$ cat config.mk
export PLATFORM = sky130hd
export DESIGN_NAME = pipeline_hazard_controller
export DESIGN_NICKNAME = d
export VERILOG_FILES = /design/src/rtl/pipeline_hazard_controller.sv
export SDC_FILE = /design/constraint.sdc
export NUM_CORES = 1
export LEC_CHECK = 0
export CORE_UTILIZATION = 50
export CTS_CLUSTER_SIZE = 14
export DETAILED_ROUTE_END_ITERATION = 10
export PLACE_DENSITY_LB_ADDON = 0.15
export SYNTH_ARGS = -nofsm -noshare
export SYNTH_HDL_FRONTEND = slang
export SYNTH_SLANG_ARGS = --single-unit
$ cat constraint.sdc
create_clock -name clk -period 3.8 [get_ports clk]
set_input_delay 0.76 -clock clk [delete_from_list [all_inputs] [get_ports clk]]
set_output_delay 0.76 -clock clk [all_outputs]
set_load 0.03 [all_outputs]
$ cat src/rtl/pipeline_hazard_controller.sv
// pipeline_hazard_controller: stall/flush/freeze sequencing, ID forwarding selects, memory watchdog and counters
module pipeline_hazard_controller #(
  parameter int REG_AW = 3,
  parameter int CNT_W = 16,
  parameter int MEM_TIMEOUT = 64
) (
  input  logic              clk,
  input  logic              reset,
  input  logic              id_valid,
  input  logic [REG_AW-1:0] id_rs1,
  input  logic [REG_AW-1:0] id_rs2,
  input  logic              id_use_rs1,
  input  logic              id_use_rs2,
  input  logic [REG_AW-1:0] id_rd,
  input  logic              id_reg_wr,
  input  logic              id_mem_rd,
  input  logic              id_jump,
  input  logic              ex_branch_taken,
  input  logic              mem_access,
  input  logic              mem_ready,
  output logic              pc_stall,
  output logic              ifid_stall,
  output logic              idex_bubble,
  output logic              ifid_kill,
  output logic              idex_kill,
  output logic              pipe_freeze,
  output logic [1:0]        fwd_a,
  output logic [1:0]        fwd_b,
  output logic              mem_error,
  output logic [CNT_W-1:0]  stall_cycles,
  output logic [CNT_W-1:0]  flush_count
);
  typedef struct packed {
    logic              v;
    logic [REG_AW-1:0] rd;
    logic              wr;
    logic              mr;
  } shadow_t;
  localparam logic RUN = 1'b0;
  localparam logic MEM_WAIT = 1'b1;
  localparam int WW = $clog2(MEM_TIMEOUT + 1);
  shadow_t ex_q, mem_q, wb_q, id_e;
  logic freeze, load_use, br, lu, jmp, st, st_d, wait_max;
  logic [WW-1:0] wait_q, wait_d;
  function automatic logic hit(input shadow_t s, input logic [REG_AW-1:0] src, input logic use_src);
    return s.v & s.wr & (s.rd == src) & (|src) & use_src;
  endfunction
  always_comb begin
    freeze = mem_access & ~mem_ready;
    load_use = id_valid & ex_q.v & ex_q.mr & (|ex_q.rd) &
               ((id_use_rs1 & (id_rs1 == ex_q.rd)) | (id_use_rs2 & (id_rs2 == ex_q.rd)));
    br = ~freeze & ex_branch_taken;
    lu = ~freeze & ~ex_branch_taken & load_use;
    jmp = ~freeze & ~ex_branch_taken & ~load_use & id_jump & id_valid;
    pc_stall = freeze | lu;
    ifid_stall = freeze | lu;
    idex_bubble = lu;
    ifid_kill = br | jmp;
    idex_kill = br;
    pipe_freeze = freeze;
    fwd_a = (hit(ex_q, id_rs1, id_use_rs1) & ~ex_q.mr) ? 2'b01 :
            hit(mem_q, id_rs1, id_use_rs1) ? 2'b10 :
            hit(wb_q, id_rs1, id_use_rs1) ? 2'b11 : 2'b00;
    fwd_b = (hit(ex_q, id_rs2, id_use_rs2) & ~ex_q.mr) ? 2'b01 :
            hit(mem_q, id_rs2, id_use_rs2) ? 2'b10 :
            hit(wb_q, id_rs2, id_use_rs2) ? 2'b11 : 2'b00;
    id_e = {id_valid & id_reg_wr, id_rd, id_reg_wr, id_mem_rd};
    wait_max = wait_q == WW'(MEM_TIMEOUT);
    st_d = (st == RUN) ? (freeze ? MEM_WAIT : RUN) : (mem_ready ? RUN : MEM_WAIT);
    wait_d = (st == RUN) ? (freeze ? WW'(1) : '0) :
             mem_ready ? '0 :
             (freeze & ~wait_max) ? wait_q + 1'b1 : wait_q;
  end
  always_ff @(posedge clk) begin
    if (reset) begin
      ex_q <= '0;
      mem_q <= '0;
      wb_q <= '0;
      st <= RUN;
      wait_q <= '0;
      mem_error <= 1'b0;
      stall_cycles <= '0;
      flush_count <= '0;
    end else begin
      if (!freeze) begin
        ex_q <= (br | lu) ? '0 : id_e;
        mem_q <= ex_q;
        wb_q <= mem_q;
      end
      st <= st_d;
      wait_q <= wait_d;
      mem_error <= mem_error | (wait_d == WW'(MEM_TIMEOUT));
      stall_cycles <= stall_cycles + CNT_W'((freeze | lu) & ~&stall_cycles);
      flush_count <= flush_count + CNT_W'((br | jmp) & ~&flush_count);
    end
  end
endmodule
* Word-level counts from Yosys, hierarchy flattened
Index checks and enable logic that the tools add are counted.
Operators by class: mux-type cells 14, bitwise operators 53, equality and inequality tests 10, reductions and logical operators 7, add/subtract/negate cells 3
Operator list (count):
- $and A1 B1 Y1 | 40
- $add A16 B1 Y16 | 2
- $reduce_and A16 Y1 | 2
- $eq A3 B3 Y1 | 8
- $mux W7 | 3
- $eq A7 B7 Y1 const B | 2
- $mux W2 | 6
- $reduce_or A3 Y1 | 3
- $add A7 B1 Y7 const B | 1
- $or A1 B1 Y1 | 7
- $mux W6 | 1
- $not A1 Y1 | 6
- $mux W1 | 4
- $logic_not A1 Y1 | 2
Word-level totals: flip-flop bits (word level) 57, output and inout bits 43

* Logic depth before layout (Yosys ltp)
Gate-level depths: netlist of run 1.
depth in word-level cells 11, gate-level depth with buffers 13

* Worst setup path before layout of run 1
Ideal clock, no wire load.
path kind input-to-reg, start point in id_rs1[1], end point reg stall_cycles[10], arrival time 3298 ps, path slack 375 ps, buffers on the path 1, required time 3672 ps, stages 13, cell sequence buf_6 -> xnor2_1 -> nand4_1 -> a211o_2 -> o21ai_1 -> and2_1 -> ha_1 -> ha_1 -> nand3_1 -> nor2_1 -> and4_1 -> xnor2_1 -> nor2_1
Between the ends: longest elaborated chain between the ends 8
Ends and longest elaborated chain:
- start, declared | line 10 | input logic [REG_AW-1:0] id_rs1,
- $eq A3 B3 Y1 | line 51 | ((id_use_rs1 & (id_rs1 == ex_q.rd)) | (id_use_rs2 & (id_rs2 == ex_q.rd)));
- $and A1 B1 Y1 | line 51
- $or A1 B1 Y1 | line 51
- $and A1 B1 Y1 | line 50 | load_use = id_valid & ex_q.v & ex_q.mr & (|ex_q.rd) &
- $and A1 B1 Y1 | line 53 | lu = ~freeze & ~ex_branch_taken & load_use;
- $or A1 B1 Y1 | line 93 | stall_cycles <= stall_cycles + CNT_W'((freeze | lu) & ~&stall_cycles);
- $and A1 B1 Y1 | line 93
- $add A16 B1 Y16 | line 93
- end signal, assigned | line 93
- end, declared | line 30 | output logic [CNT_W-1:0] stall_cycles,
No other way between the ends. A chain may end at the register's enable or synchronous reset.

* Worst setup path in the final report of run 1
start point in id_rs1[2], end point out ifid_kill
Between the ends: longest elaborated chain between the ends 9
Ends and longest elaborated chain:
- $eq A3 B3 Y1 | line 51
- $and A1 B1 Y1 | line 51
- $or A1 B1 Y1 | line 51
- $and A1 B1 Y1 | line 50
- $not A1 Y1 | line 54 | jmp = ~freeze & ~ex_branch_taken & ~load_use & id_jump & id_valid;
- $and A1 B1 Y1 (3 in series) | line 54
- $or A1 B1 Y1 | line 58 | ifid_kill = br | jmp;
- end, declared | line 24 | output logic ifid_kill,
No other way between the ends.

==> impl_metrics.csv, run 1 <==
group,metric,value,unit
logic_synthesis,yosysWarnings,0,
final_layout,final_nets,422,
logic_synthesis,synth-compound-area-share,8.904,%
worst_hold_path,hold_path_class,"reg -> reg",
route,wl,6309,um
route,routed_via_density,5.306,
timing,maxSlewViolCount,0,
power,intPower,1.070,mW
logic_synthesis,yosys_register_bits,57,
route,drt-initial-drc-count,106,
logic_synthesis,synth_edf_count,0,
grt,grt_max_degree,48,
floorplan,io_pins,63,
power,power_density,369.6,nW/um^2
worst_hold_path,min_path_cells,2,
worst_setup_path,r2r_start,"ex_q[4]$_SDFFE_PP0N_",
power,p_comb_share,8.8,%
final_layout,area_growth,33.42,%
logic_synthesis,synthMuxAreaShare,1.879,%
logic_synthesis,synthArstFlopShare,0,%
clocking,cts_sinks,57,
logic_synthesis,synth_top_flop_cell,"dfxtp_1",
logic_synthesis,synthCells,326,
clocking,root_buffer,"clkbuf_8",
grt,antenna_found_initial,0,
worst_hold_path,hold-path-endpoint,"wb_q[1]$_SDFFE_PP0N_",
logic_synthesis,yosys.area_share.adder,2.685,%
timing,rsz0062_at_grt,"false",
logic_synthesis,synth_top_family_by_area,"simple AND/OR/NAND/NOR gates",
final_layout,fin_area,3731,sq um
final_layout,multi_input_area,1559,sq um
clocking,clk_path_buf_depth,2,
final_layout,final.fill_count,427,
clocking,clkTransAtPathRegs,0.06,ns
final_layout,num_antenna_cells,0,
job,drv_cap,0,
floorplan,chipWidth,76.79,um
route,ant_nets,0,
worst_setup_path,cpPeakStageDelay,0.60,ns
place,port_buffers,62,
power,p_switching,309.0,uW
route,drt-pass1-iter-count,5,
worst_hold_path,hold_path_startpoint,"wb_q[1]$_SDFFE_PP0N_",
timing,finalHoldViolCount,0,
worst_setup_path,cpLargestDelayFamily,"buffers and inverters",
timing,skew,0.01156,ns
logic_synthesis,syn_area_per_cell,8.578,sq um
timing,slew_headroom,68.65,%
clocking,holdBufCountCts,0,
logic_synthesis,synth_cell_type_count,42,
clocking,htreeDepth,3,
worst_setup_path,reg2reg_depth,12,
grt,grt_pass1_vias,2346,
worst_setup_path,critical_path_class,"in -> out",
worst_setup_path,endpoint_kind,"primary output",
floorplan,initial_utilization,53.39,%
power,p_seq_share,45.0,%
route,vias,2499,
route,routedWlPerCell,13.39,um
place,gp_congestion,0.8013,
timing,finalSetupTns,0,ns
route,drc_errors,0,
timing,clock.fmax,276.9,MHz
power,leakage,1.378,nW
worst_setup_path,worstPathRequired,3.04,ns
power,ir_drop,286.1,uV
worst_setup_path,crit_buf_inv,2,
grt,grt-ovfl-total,0,
place,place_area,3500,sq um
power,p_sw_share,22.40,%
worst_setup_path,cpMostUsedCell,"clkdlybuf4s50_1",
power,p_clk_share,46.2,%
timing,tightest_slew,0.4703,ns
logic_synthesis,synthSimpleGateAreaFrac,27.87,%
floorplan,die_area,5896,sq um
logic_synthesis,syn-cell-area,2796,sq um
logic_synthesis,synth_seq_area_share,40.81,%
status,status,"completed",
final_layout,layout-drive-gt1-share,8.978,%
clocking,insertion_delay,0.34,ns
worst_setup_path,arrival,2.85,ns
timing,period_minus_slack,3.612,ns
worst_setup_path,r2r-end,"stall_cycles[10]$_SDFF_PP0_",
logic_synthesis,synth_xor_area_share,14.41,%
grt,track_usage,22.74,%
worst_setup_path,path_cells,"clkdlybuf4s50_1 > xnor2_1 > nand4_1 > a211o_2 > a31oi_1 > nor2_1 > clkdlybuf4s50_1",
worst_setup_path,cp_max_fo,4,
floorplan,die_h,76.79,um
worst_setup_path,cp_slowest_cell,"clkdlybuf4s50_1",
floorplan,core.rowCount,26,
worst_setup_path,reg2reg_slack,0.96,ns
timing,setup_viol_count_final,0,
clocking,cts_tree,"yes",
place,dp_hpwl,4606,um
final_layout,ff_latch_area,1141,sq um
grt,grt_pass1_wl,10590,um
logic_synthesis,synth_fp_nets,352,
clocking,cts_buffers,9,
floorplan,core,5238,sq um
timing,final.period_utilization,95.05,%
worst_setup_path,cp-start-kind,"primary input",
-- per-layer routing --
metal	routed length, um	global-route usage, %
met1	2936	29.32
met3	377	6.429
met4	149	10.58
met5	0	0
met2	2846	34.91
-- state kept, by name, summed over array words and instances, names as in the netlist --
| name | count |
|---|---|
| flush_count | 16 |
| stall_cycles | 16 |
| wait_q | 7 |
| ex_q | 6 |
| mem_q | 5 |
| wb_q | 5 |
| mem_error | 1 |
| st | 1 |
-- area by class of cell --
cell class	instances	area share, %
multi-input combinational	251	41.78
sequential	57	30.58
timing repair buffer	73	18.71
clock buffer	11	4.058
tap	70	2.347
clock inverter	5	2.079
inverter	4	0.4359
-- worst max-delay path by stage --
stage	cells after the start	from	to
global placement	8	id_rs1[2]	fwd_a[1]
global route	7	id_rs1[2]	ifid_kill
CTS	8	id_rs1[2]	fwd_a[1]
floorplan	13	id_rs1[1]	stall_cycles[10]$_SDFF_PP0_
detailed placement	13	id_rs1[2]	stall_cycles[10]$_SDFF_PP0_
finish	7	id_rs1[2]	ifid_kill
-- cell families after synthesis --
family	Yosys count
mux	5
buf+inv	18
flops	57
xor+xnor	46
fa+ha+maj	6
compound gates	39
simple gates	155
-- synth_stat cells (all sizes together) (6+ instances only) --
master  instances  share of area [%]
xnor2          20                6.3
o21ai           7                1.3
nand4           8                1.8
dfxtp          57                 41
nor2           39                5.2
nor3           15                2.7
nand3          23                4.1
nand2          35                4.7
a21oi          17                3.0
xor2           26                8.1
ha              6                2.7
clkbuf         10                1.4
-- repair_timing --
| action | CTS | global route |
|---|---|---|
| setup buffers | 0 | 0 |
| endpoints found under the hold margin | 0 | 0 |
| setup endpoints to repair | 0 | 1 |
| gates resized for setup | 0 | 1 |
-- power groups by stage --
stage	logic (mW)	clock network, mW	registers (mW)
after floorplan	0.0616	0	0.638
after global placement	0.121	0	0.634
after detailed placement	0.122	0	0.634
after CTS	0.123	0.652	0.621
after global routing	0.134	0.678	0.622
final	0.122	0.637	0.621
-- tightest hold or removal path, stage by stage (launching register included) --
cell and delay, ns:
dfxtp_1 0.30, nand2_1 0.05, a21oi_1 0.05
-- stage by stage --
stage               util [%]  setup slack (ns)  power (mW)  instances  hold slack (ns)
CTS                    71.19            0.1712       1.395        471           0.4623
global route           71.24           0.06182       1.433        471           0.4751
finish                 71.24            0.1883       1.379        471           0.4559
global placement       66.82            0.1780      0.7543        455           0.4378
detailed placement     66.82            0.1511      0.7560        455           0.4396
floorplan                  -            0.3749      0.6993        326           0.4273
-- placed cells by master, fill, tap and decap left out, types with 3 or more instances in the layout --
cell type        netlist  layout
nand3_1               23      23
ha_1                   6       6
nor3_1                15      15
and3_1                 5       5
clkinv_2               1       3
clkbuf_8               0      11
inv_1                  3       3
xnor2_1               20      20
mux2i_1                3       3
nand4_1                8       8
nand2b_1               3       3
nor2_1                39      39
clkdlybuf4s50_1        0      58
xor2_1                26      26
a21oi_1               17      17
or3_1                  3       3
and2_1                 4       4
and4_1                 3       3
nor2b_1                5       5
nor3b_1                4       4
dfxtp_1               57      57
nand2_1               35      35
a22o_1                 5       5
o21ai_0                6       6
buf_4                  1      14
(Power assumes the default switching activity.)
==> run 2: changes to the inputs <==
--- a/config.mk
+++ b/config.mk
@@ -5,6 +5,7 @@
 export SDC_FILE = /design/constraint.sdc
 export NUM_CORES = 1
 export LEC_CHECK = 0
+export CORE_MARGIN = 5
 export CORE_UTILIZATION = 50
 export CTS_CLUSTER_SIZE = 14
 export DETAILED_ROUTE_END_ITERATION = 10
==> run 2 against run 1 <==
Compared with the run above:
- sequential share of layout area is essentially flat
- critical endpoint is now fwd_a[1]
- cell count increased by 0.42%
- via count is 0.80% higher
- utilization fell by 3.1 points
- global-route usage fell by 3.6 points
- hold slack got worse by 0.0069 ns
- first-iteration DRC count rose by 43%
- clock skew fell by 0.0056 ns
- die area rose by 22%
- worst setup slack lost 0.043 ns
==> impl_metrics.csv, run 2 (synthesis gave the netlist of run 1 again) <==
group,metric,value,unit
status,status,"completed",
power,leakage,1.356,nW
power,intPower,1.057,mW
worst_setup_path,cp_max_fo,5,
place,dp_slack,0.1602,ns
clocking,clkTransAtPathRegs,0.06,ns
timing,slew_headroom,67.07,%
timing,finalHoldViolCount,0,
job,drv_cap,0,
grt,track_usage,19.11,%
worst_setup_path,startpoint,"id_rs1[2]",
timing,skew,0.005922,ns
final_layout,area_growth,33.38,%
worst_setup_path,cp-endpoint,"fwd_a[1]",
floorplan,core,5473,sq um
worst_setup_path,reg2reg_slack,1.00,ns
clocking,cts_setup_buffers,0,
route,drc_errors,0,
worst_setup_path,r2r_start,"ex_q[4]$_SDFFE_PP0N_",
clocking,cts_buffers,9,
floorplan,die_h,84.79,um
grt,grt_pass1_wl,11100,um
place,dp_hpwl,4830,um
worst_hold_path,hold_path_class,"reg -> reg",
route,routed_via_density,5.326,
place,port_buffers,62,
floorplan,die_area,7189,sq um
power,p_clk_share,46.2,%
worst_setup_path,critical_path_class,"in -> out",
place,gp_congestion,0.8828,
timing,maxSlewViolCount,0,
clocking,root_buffer,"clkbuf_8",
clocking,postCtsResizedCells,0,
power,p_sw_share,23.70,%
worst_setup_path,reg2reg_depth,12,
final_layout,layout_common_cells,"clkdlybuf4s50_1 (59), dfxtp_1 (57), nor2_1 (39)",
route,ant_nets,0,
final_layout,final.fill_count,472,
route,routedWlPerCell,13.91,um
grt,grt-ovfl-total,0,
power,p_seq_share,44.8,%
route,wl,6581,um
timing,clock.fmax,273.6,MHz
worst_setup_path,worstPathRequired,3.04,ns
final_layout,final_nets,422,
worst_setup_path,endpoint_kind,"primary output",
worst_setup_path,arrival,2.89,ns
grt,grt_max_degree,48,
final_layout,num_antenna_cells,0,
route,drt-initial-drc-count,152,
clocking,cts_tree,"yes",
timing,setup_ws,0.1453,ns
worst_setup_path,r2r-end,"stall_cycles[10]$_SDFF_PP0_",
power,p_comb_share,8.9,%
timing,period_minus_slack,3.655,ns
final_layout,top_regs,"flush_count x16, stall_cycles x16, wait_q x7",
clocking,holdBufCountCts,0,
clocking,cts_sinks,57,
grt,grt_pass1_vias,2364,
power,ir_drop,302.2,uV
timing,setup_viol_count_final,0,
worst_setup_path,cp-start-kind,"primary input",
clocking,clk_path_buf_depth,2,
power,p_switching,328.2,uW
final_layout,layout-drive-gt1-share,8.978,%
timing,rsz0062_at_grt,"false",
clocking,htreeDepth,3,
route,drt-pass1-iter-count,4,
power,power_density,371.2,nW/um^2
floorplan,initial_utilization,51.10,%
timing,tightest_slew,0.4939,ns
grt,antenna_found_initial,0,
timing,final.period_utilization,96.18,%
timing,finalSetupTns,0,ns
route,vias,2519,
final_layout,layout_commonest_cell,"clkdlybuf4s50_1",
clocking,insertion_delay,0.34,ns
floorplan,io_pins,63,
floorplan,core.rowCount,27,
floorplan,chipWidth,84.79,um
==> run 2: through the flow <==
step           hold slack (ns)  power, mW  cells  cell area [sq um]  utilization (%)
2_1_floorplan           0.4273     0.6993    326               2796                -
4_1_cts                 0.4500      1.403    473               3730            68.15
3_5_place_dp            0.4408     0.7574    457               3502            63.99
6_report                0.4490      1.385    473               3730            68.15
5_1_grt                 0.4739      1.439    473               3730            68.15
3_3_place_gp            0.4399     0.7551    457               3502            63.99
==> run 2: area by class of cell <==
class                      instances  area [sq um]  share of cell area [%]
sequential                        57          1141                   30.59
tap                               72         90.09                   2.415
timing repair buffer              73         695.7                   18.65
clock inverter                     6         90.09                   2.415
inverter                           4         16.27                  0.4361
multi-input combinational        251          1559                   41.80
clock buffer                      10         137.6                   3.690
==> run 2: routing by layer <==
metal  up-vias  global-route usage, %  part of all wire (%)
met4         0                  9.640                   2.2
met5         -                      0                     0
met3        14                  4.809                   4.9
met2        57                  29.47                    46
met1      1176                  24.70                    47
li1       1272                      -                     -
==> run 2: power groups by stage <==
stage / Clock [mW] / Combinational, mW / Sequential (mW)
6_report: 0.640 / 0.124 / 0.620
5_1_grt: 0.683 / 0.135 / 0.622
4_1_cts: 0.659 / 0.125 / 0.620
3_5_place_dp: 0 / 0.124 / 0.634
3_3_place_gp: 0 / 0.121 / 0.634
2_1_floorplan: 0 / 0.0616 / 0.638
==> run 2: how the worst min path moves through the flow <==
stage          cells after the start                 start  slack [ns]                    to
2_1_floorplan                      2  wb_q[1]$_SDFFE_PP0N_        0.43  wb_q[1]$_SDFFE_PP0N_
3_3_place_gp                       2  wb_q[1]$_SDFFE_PP0N_        0.44  wb_q[1]$_SDFFE_PP0N_
3_5_place_dp                       2  wb_q[1]$_SDFFE_PP0N_        0.44  wb_q[1]$_SDFFE_PP0N_
4_1_cts                            2  wb_q[1]$_SDFFE_PP0N_        0.45  wb_q[1]$_SDFFE_PP0N_
5_1_grt                            2  wb_q[1]$_SDFFE_PP0N_        0.47  wb_q[1]$_SDFFE_PP0N_
6_report                           2  wb_q[1]$_SDFFE_PP0N_        0.45  wb_q[1]$_SDFFE_PP0N_
==> run 2: critical path: stages <==
cell and delay (ns):
clkdlybuf4s50_1 0.50, buf_4 0.15, nor3b_1 0.18, a21oi_1 0.06
o31ai_1 0.29, nand3_1 0.12, a21oi_1 0.15, clkdlybuf4s50_1 0.69
==> run 3: changes to the inputs <==
--- a/config.mk
+++ b/config.mk
@@ -5,6 +5,7 @@
 export SDC_FILE = /design/constraint.sdc
 export NUM_CORES = 1
 export LEC_CHECK = 0
+export ABC_AREA = 0
 export CORE_MARGIN = 5
 export CORE_UTILIZATION = 50
 export CTS_CLUSTER_SIZE = 14
==> results of run 3 <==
The final DEF is identical to that of run 2; final timing and power are the same.
